`src/rtl/servo_spi_cmd_pkg.sv`:
```
// servo_spi_cmd_pkg
//   Constants, state encoding and a small helper used by the servo SPI
//   command slave. Holds the values that a separate defines header would
//   otherwise carry: opcode, frame length, FSM encodings and the servo
//   period in microseconds.
//   Optional feature macro used by this slice: SERVO_SPI_MISO_EN.
package servo_spi_cmd_pkg;

    localparam logic [3:0] OPC_WRITE     = 4'hA;
    localparam int         FRAME_LEN     = 24;
    localparam int         US_PER_PERIOD = 20000;

    typedef enum logic [1:0] {
        WAIT_IDLE = 2'd0,
        IDLE      = 2'd1,
        SHIFT     = 2'd2,
        CHECK     = 2'd3
    } state_t;

    // Unsigned 16-bit clamp of a pulse width against its upper limit.
    function automatic logic [15:0] clamp_us(input logic [15:0] value,
                                             input logic [15:0] limit);
        return (value > limit) ? limit : value;
    endfunction

endpackage

```
`src/rtl/servo_spi_cmd_if.sv`:
```
// servo_spi_cmd_if
//   SPI pin bundle between the host MCU (master) and the servo command
//   slave. All pins are asynchronous to the slave's system clock.
//   Signals: spi_sclk, spi_cs_n (active-low), spi_mosi (MSB first), spi_miso.
//   Optional feature macro affecting spi_miso content: SERVO_SPI_MISO_EN.
interface servo_spi_cmd_if;

    logic spi_sclk;
    logic spi_cs_n;
    logic spi_mosi;
    logic spi_miso;

    modport master (output spi_sclk, output spi_cs_n, output spi_mosi, input spi_miso);
    modport slave  (input spi_sclk, input spi_cs_n, input spi_mosi, output spi_miso);

endinterface

```
`src/rtl/spi_sync_edge.sv`:
```
// spi_sync_edge
//   Two-flop synchronizer for one asynchronous pin, plus a registered copy
//   of the synchronized value for edge detection.
//   Ports: clk, rst (async active-low), din (async pin),
//          sync (synchronized level), rise / fall (one-cycle edge pulses).
module spi_sync_edge (
    input  logic clk,
    input  logic rst,
    input  logic din,
    output logic sync,
    output logic rise,
    output logic fall
);

    logic meta;
    logic prev;

    // Every stage resets low. For chip select this means that a reset taken
    // while cs_n is held low leaves the synchronized level low, so the
    // controller stays parked until the host really deselects.
    always_ff @(posedge clk or negedge rst) begin
        if (!rst) begin
            meta <= 1'b0;
            sync <= 1'b0;
            prev <= 1'b0;
        end else begin
            meta <= din;
            sync <= meta;
            prev <= sync;
        end
    end

    assign rise = sync & ~prev;
    assign fall = ~sync & prev;

endmodule

```
`src/rtl/servo_spi_cmd.sv`:
```
// servo_spi_cmd
//   SPI mode-0 slave receiving 24-bit servo command frames
//   {opcode[3:0], channel[3:0], width_us[15:0]}, MSB first. A valid WRITE
//   frame produces a one-cycle one-hot load strobe on its channel with the
//   clamped pulse width on data; a rejected frame produces a one-cycle
//   frame_err pulse.
//   Ports: clk, rst (async active-low), spi (SPI pins, slave modport),
//          load[NUM_CH], data[16], frame_err,
//          ok_cnt / err_cnt (4-bit wrapping debug counters).
//   Optional feature macro: SERVO_SPI_MISO_EN -- when defined, spi_miso
//   shifts out {ok_cnt, err_cnt} during the first 8 bits of each frame;
//   otherwise spi_miso is tied low.
module servo_spi_cmd
    import servo_spi_cmd_pkg::*;
#(
    parameter int NUM_CH     = 4,
    parameter int MAX_US     = 2500,
    parameter int FRAME_BITS = FRAME_LEN
) (
    input  logic                clk,
    input  logic                rst,
    servo_spi_cmd_if.slave      spi,
    output logic [NUM_CH-1:0]   load,
    output logic [15:0]         data,
    output logic                frame_err,
    output logic [3:0]          ok_cnt,
    output logic [3:0]          err_cnt
);

    localparam logic [4:0]  FULL_CNT = 5'(FRAME_BITS);
    localparam logic [4:0]  OVER_CNT = 5'(FRAME_BITS + 1);
    localparam logic [15:0] MAX_W    = 16'(MAX_US);
    localparam logic [4:0]  CH_LIMIT = 5'(NUM_CH);

    state_t state;
    state_t next_state;

    logic sclk_sync, sclk_rise, sclk_fall;
    logic cs_sync, cs_rise, cs_fall;
    logic mosi_meta, mosi_sync;

    logic [FRAME_BITS-1:0] shift_reg;
    logic [4:0]            bit_cnt;
    logic                  overrun;
    logic                  frame_ok;
    logic [3:0]            opcode;
    logic [3:0]            channel;
    logic [NUM_CH-1:0]     one_hot;
    logic                  unused_sync;

    spi_sync_edge u_sclk_sync (
        .clk  (clk),
        .rst  (rst),
        .din  (spi.spi_sclk),
        .sync (sclk_sync),
        .rise (sclk_rise),
        .fall (sclk_fall)
    );

    spi_sync_edge u_cs_sync (
        .clk  (clk),
        .rst  (rst),
        .din  (spi.spi_cs_n),
        .sync (cs_sync),
        .rise (cs_rise),
        .fall (cs_fall)
    );

    // MOSI goes through the same two-flop depth as sclk, so the synced data
    // bit lines up with the synced rising edge that samples it.
    always_ff @(posedge clk or negedge rst) begin
        if (!rst) begin
            mosi_meta <= 1'b0;
            mosi_sync <= 1'b0;
        end else begin
            mosi_meta <= spi.spi_mosi;
            mosi_sync <= mosi_meta;
        end
    end

    assign opcode  = shift_reg[FRAME_BITS-1 -: 4];
    assign channel = shift_reg[FRAME_BITS-5 -: 4];

    always_comb begin
        frame_ok = (bit_cnt == FULL_CNT) && !overrun && (opcode == OPC_WRITE)
                   && ({1'b0, channel} < CH_LIMIT);
    end

    always_comb begin
        one_hot = '0;
        for (int i = 0; i < NUM_CH; i++) begin
            if (channel == 4'(i)) begin
                one_hot[i] = 1'b1;
            end
        end
    end

    always_ff @(posedge clk or negedge rst) begin
        if (!rst) begin
            state <= WAIT_IDLE;
        end else begin
            state <= next_state;
        end
    end

    // WAIT_IDLE only releases once chip select is seen high, so a frame cut
    // by reset is never mistaken for the start of a new one.
    always_comb begin
        next_state = state;
        unique case (state)
            WAIT_IDLE: if (cs_sync) next_state = IDLE;
            IDLE:      if (cs_fall) next_state = SHIFT;
            SHIFT:     if (cs_rise) next_state = CHECK;
            CHECK:     next_state = IDLE;
            default:   next_state = WAIT_IDLE;
        endcase
    end

    // Shift register and bit counter. The counter saturates one past a full
    // frame; reaching that value marks the frame as overrun.
    always_ff @(posedge clk or negedge rst) begin
        if (!rst) begin
            shift_reg <= '0;
            bit_cnt   <= '0;
            overrun   <= 1'b0;
        end else if (state == IDLE && cs_fall) begin
            shift_reg <= '0;
            bit_cnt   <= '0;
            overrun   <= 1'b0;
        end else if (state == SHIFT && sclk_rise) begin
            if (bit_cnt < FULL_CNT) begin
                shift_reg <= {shift_reg[FRAME_BITS-2:0], mosi_sync};
                bit_cnt   <= bit_cnt + 5'd1;
            end else if (bit_cnt == FULL_CNT) begin
                bit_cnt <= OVER_CNT;
                overrun <= 1'b1;
            end
        end
    end

    // Result outputs: strobes default low every cycle and are raised only in
    // the single CHECK cycle; data holds between accepted frames.
    always_ff @(posedge clk or negedge rst) begin
        if (!rst) begin
            load      <= '0;
            data      <= '0;
            frame_err <= 1'b0;
            ok_cnt    <= '0;
            err_cnt   <= '0;
        end else begin
            load      <= '0;
            frame_err <= 1'b0;
            if (state == CHECK) begin
                if (frame_ok) begin
                    data   <= clamp_us(shift_reg[15:0], MAX_W);
                    load   <= one_hot;
                    ok_cnt <= ok_cnt + 4'd1;
                end else begin
                    frame_err <= 1'b1;
                    err_cnt   <= err_cnt + 4'd1;
                end
            end
        end
    end

`ifdef SERVO_SPI_MISO_EN
    logic [7:0] status_sh;

    // Status byte is snapshotted at frame start so the MSB is on the pin
    // before the first sclk rise; each synced falling edge advances one bit
    // and zeros fill in behind, covering the 16 payload bits.
    always_ff @(posedge clk or negedge rst) begin
        if (!rst) begin
            status_sh <= '0;
        end else if (state == IDLE && cs_fall) begin
            status_sh <= {ok_cnt, err_cnt};
        end else if (state == SHIFT) begin
            if (sclk_fall) begin
                status_sh <= {status_sh[6:0], 1'b0};
            end
        end else begin
            status_sh <= '0;
        end
    end

    assign spi.spi_miso = (state == SHIFT) & status_sh[7];
    assign unused_sync  = sclk_sync;
`else
    assign spi.spi_miso = 1'b0;
    assign unused_sync  = sclk_sync ^ sclk_fall;
`endif

endmodule

```
`src/flat_wrapper.sv`:
```
// flat-port wrapper written by rule: the top's interface ports become plain ports
module servo_spi_cmd_flat import servo_spi_cmd_pkg::*;
#(
    parameter int NUM_CH     = 4,
    parameter int MAX_US     = 2500,
    parameter int FRAME_BITS = FRAME_LEN
)
  (clk, rst, load, data, frame_err, ok_cnt, err_cnt, spi_spi_sclk, spi_spi_cs_n, spi_spi_mosi, spi_spi_miso);
  servo_spi_cmd_if spi_i ();
  input  logic clk;
  input  logic rst;
  output logic [NUM_CH-1:0] load;
  output logic [15:0] data;
  output logic frame_err;
  output logic [3:0] ok_cnt;
  output logic [3:0] err_cnt;
  input wire logic [$bits(spi_i.spi_sclk)-1:0] spi_spi_sclk;
  input wire logic [$bits(spi_i.spi_cs_n)-1:0] spi_spi_cs_n;
  input wire logic [$bits(spi_i.spi_mosi)-1:0] spi_spi_mosi;
  output wire logic [$bits(spi_i.spi_miso)-1:0] spi_spi_miso;
  assign spi_i.spi_sclk = spi_spi_sclk;
  assign spi_i.spi_cs_n = spi_spi_cs_n;
  assign spi_i.spi_mosi = spi_spi_mosi;
  assign spi_spi_miso = spi_i.spi_miso;
  servo_spi_cmd #(.NUM_CH(NUM_CH), .MAX_US(MAX_US), .FRAME_BITS(FRAME_BITS)) u_core (.clk(clk), .rst(rst), .spi(spi_i), .load(load), .data(data), .frame_err(frame_err), .ok_cnt(ok_cnt), .err_cnt(err_cnt));
endmodule
```
`config.mk`:
```
export PLATFORM = sky130hd
export DESIGN_NAME = servo_spi_cmd_flat
export DESIGN_NICKNAME = d
export VERILOG_FILES = /design/src/rtl/servo_spi_cmd_pkg.sv /design/src/rtl/servo_spi_cmd_if.sv /design/src/rtl/spi_sync_edge.sv /design/src/rtl/servo_spi_cmd.sv /design/src/flat_wrapper.sv
export SDC_FILE = /design/constraint.sdc
export NUM_CORES = 1
export LEC_CHECK = 0
export CAP_MARGIN = 20
export CORE_MARGIN = 5
export CORE_UTILIZATION = 59
export CTS_CLUSTER_DIAMETER = 60
export DETAILED_ROUTE_END_ITERATION = 6
export GPL_TIMING_DRIVEN = 0
export PLACE_DENSITY = 0.84
export SLEW_MARGIN = 20
export SYNTH_ARGS = -nofsm -noshare
export SYNTH_HDL_FRONTEND = slang
export SYNTH_SLANG_ARGS = --single-unit
```
`constraint.sdc`:
```
create_clock -name clk -period 5.1 [get_ports clk]
set_input_delay 0.51 -clock clk [delete_from_list [all_inputs] [get_ports clk]]
set_output_delay 0.51 -clock clk [all_outputs]
set_load 0.03 [all_outputs]
```
==> summary.md <==
| Metric | Value |
|---|---|
| Total GRT Usage | 18.6% |
| Start of the worst register-to-register path | u_core.shift_reg[18] |
| Worst hold path class | in2async |
| Pwr Density | 379 nW/um^2 |
| Starting Density | 60.5% |
| Clk slew on worst S/H paths | 0.07 ns |
| Number of flops mapped to enable cells by yosys | 0 |
| H-tree levels | 3 |
| ANT cells | 0 |
| Psw | 0.000387 W |
| Worst Path Max Fanout | 9 |
| Fin Setup TNS | 0 ns |
| WP data arrival | 2.62 ns |
| Finished Layout Cells | 365 |
| Final Hold Fails | 0 |
| Row Count | 25 |
| Post-route clock period utilization | 47.2% |
| ANT nets after route | 0 |
| CTS Buf Count | 9 |
| Max reg flops | 24 |
| Pleak | 1.54 nW |
| Worst vdd ir | 0.000332 V |
| Register share of total power | 49.1% |
| Sw frac | 29.8% |
| M1 WL | 2330 microns |
| Die X | 79.4 microns |
| Grt ovf | 0 |
| Initial antenna violation count | 0 |
| Post-CTS resize count | 0 |
| Slew HR | 39.4% |
| DR pass1 iterations | 5 |
| Mapped cell area | 2840 sq um |
| Met2 routed WL | 2510 microns |
| Clock Path Buffers | 2 |
| Number of global-route vias before repair | 1,928 |
| Crit Path Class | reg2reg |
| Post-CTS Setup Repair Bufs | 0 |
| Final nets | 322 |
| Post-Synthesis Cells | 263 |
| Seq cells post-synth | 69 |
| Core Box Area | 4690 sq um |
| Power share of the combinational group | 21.7% |
| Worst endpoint required time | 5.32 ns |
| First DRT Iteration DRCs | 149 |
| Post-DP HPWL | 3590 microns |
| Final Max Tran Viols | 0 |
| Via count | 2,015 |
| Syn-to-layout area delta | 20.4% |
| Highest Signal Layer | met4 |
| DR WL/cell | 14.1 microns |
| Commonest non-fill, non-tap cell in the layout | dfrtp_1 |
| Die H | 79.4 microns |
| Cells after DPL | 351 |
| Sinks on Clock Net | 69 |
| Endpoints failing setup | 0 |
| Most frequent cells in the layout | 69 x dfrtp_1, 66 x nand2_1, 32 x clkdlybuf4s50_1 |
| Internal power | 0.000910 W |
| Routed met3 length | 213 microns |
| IO Port Bufs | 33 |
| Register area share after synthesis | 60.8% |
| Drt total wl | 5140 microns |
| Crit start category | flop |
| Layout Skew | 0.00598 ns |
| Vias per inst | 5.52 |
| Worst-Skew Late Latency | 0.33 ns |
| CTS tree | yes |
| Syn Nets | 277 |
| FF-to-FF setup slack | 2.69 ns |
| Highest clock rate | 416 MHz |
| RSZ-0062 raised after global routing | no |
| R2R cell count | 4 |
| Cell at the root of the clock tree | clkbuf_8 |
| Die area | 6300 sq um |
| Layout cell share with drive strength beyond 1 | 7.72% |
| Distinct cell type count after synthesis | 41 |
| Status | completed |
| First-pass GRT wire length | 8940 microns |
| Crit path time final | 2.41 ns |
| Pin count of the biggest net entering global routing | 43 |
| MaxCap Viol Count | 0 |
| Post-DP Area | 3250 sq um |
| Async S/R FF share, synth | 100% |
| Design Area, Final | 3420 sq um |
| DRC errors left | 0 |
| Mapped Avg Cell Area | 10.8 sq um |
| Most used DFF post-synth | dfrtp_1 |
| Critical Path End Type | flop |
| Hold buffer count at CTS | 0 |
| IO Count | 35 |
| Gpl congestion | 0.853 |
| Clock power frac | 29.2% |
| Reg2Reg Capture Point | u_core.data[7] |
| Synth warn | 0 |
| Slew @ Worst Pin | 0.901 ns |
## per-stage QoR
| stage | util [%] | setup slack, ns | hold slack [ns] | power, W |
|---|---|---|---|---|
| 2_1_floorplan | - | 3.08 | 0.214 | 0.000833 |
| 3_3_place_gp | 69.0 | 1.30 | 0.334 | 0.000917 |
| 3_5_place_dp | 69.4 | 2.70 | 0.338 | 0.000932 |
| 4_1_cts | 72.9 | 2.69 | 0.0901 | 0.00131 |
| 5_1_grt | 72.9 | 2.51 | 0.0970 | 0.00137 |
| 6_report | 72.9 | 2.69 | 0.0901 | 0.00130 |
## worst max-delay path by stage
stage / end / cells after the start / slack, ns / start
4_1_cts: u_core.data[7] / 4 / 2.69 / u_core.shift_reg[18]
2_1_floorplan: u_core.data[0] / 4 / 3.08 / u_core.shift_reg[18]
3_3_place_gp: u_core.data[1] / 1 / 1.30 / rst
6_report: u_core.data[7] / 4 / 2.69 / u_core.shift_reg[18]
3_5_place_dp: u_core.data[6] / 4 / 2.70 / u_core.shift_reg[18]
5_1_grt: u_core.data[7] / 4 / 2.51 / u_core.shift_reg[18]
## area by class of cell
type                    count  area, sq um
flip-flops and latches     69         1730
fillers                   341         1270
multi-input cells         178         1050
repair buffers             34          348
clock buffers              12          155
well taps                  54         67.6
plain buffers              11         46.3
inverters                   5         18.8
clock inverters             2         10.0
## critical path, stage by stage, from the launching register on
cell	delay (ns)
dfrtp_1	0.41
or4b_4	0.57
nor4_2	0.80
nand3_1	0.26
o22a_1	0.26
## kinds of logic after synthesis
family	synth area share, %
simple gates	19.0
flops	60.8
compound gates	10.1
buf+inv	2.29
fa+ha+maj	3.97
xor+xnor	2.16
mux	1.50
other cells	0.132
## synthesized netlist by cell type, types with 2 or more instances
cell      instances  share of area, %
nand3_1           5              0.88
nand2b_1          4              0.88
o21ai_0           5              0.88
nor2_1            9               1.2
nand2_1          66               8.7
clkbuf_1          9               1.2
xnor2_1           5               1.5
ha_1              9               4.0
nand4_1           4              0.88
inv_1             5              0.66
a32o_1            4               1.4
a21oi_1          28               4.9
nor2b_1           3              0.66
o22a_1            3              0.93
and2_1            6               1.3
mux2i_1           2              0.71
a41oi_1           2              0.62
mux2_2            2              0.79
xor2_1            2              0.62
dfrtp_1          69                61
## power groups by stage
stage | Clock [W] | Combinational [W] | Sequential (W)
detailed placement | 0 | 0.000286 | 0.000647
floorplan | 0 | 0.000154 | 0.000679
CTS | 0.000387 | 0.000286 | 0.000636
finish | 0.000378 | 0.000282 | 0.000636
global route | 0.000416 | 0.000313 | 0.000645
global placement | 0 | 0.000274 | 0.000643
## routing by layer
layer  vias up  global-route usage (%)
met5         -                       0
met2        48                    28.6
met1       982                    24.3
met4         0                    8.59
met3         8                    5.56
li1        977                       -
Note: power is estimated with default switching activity, not from simulation.
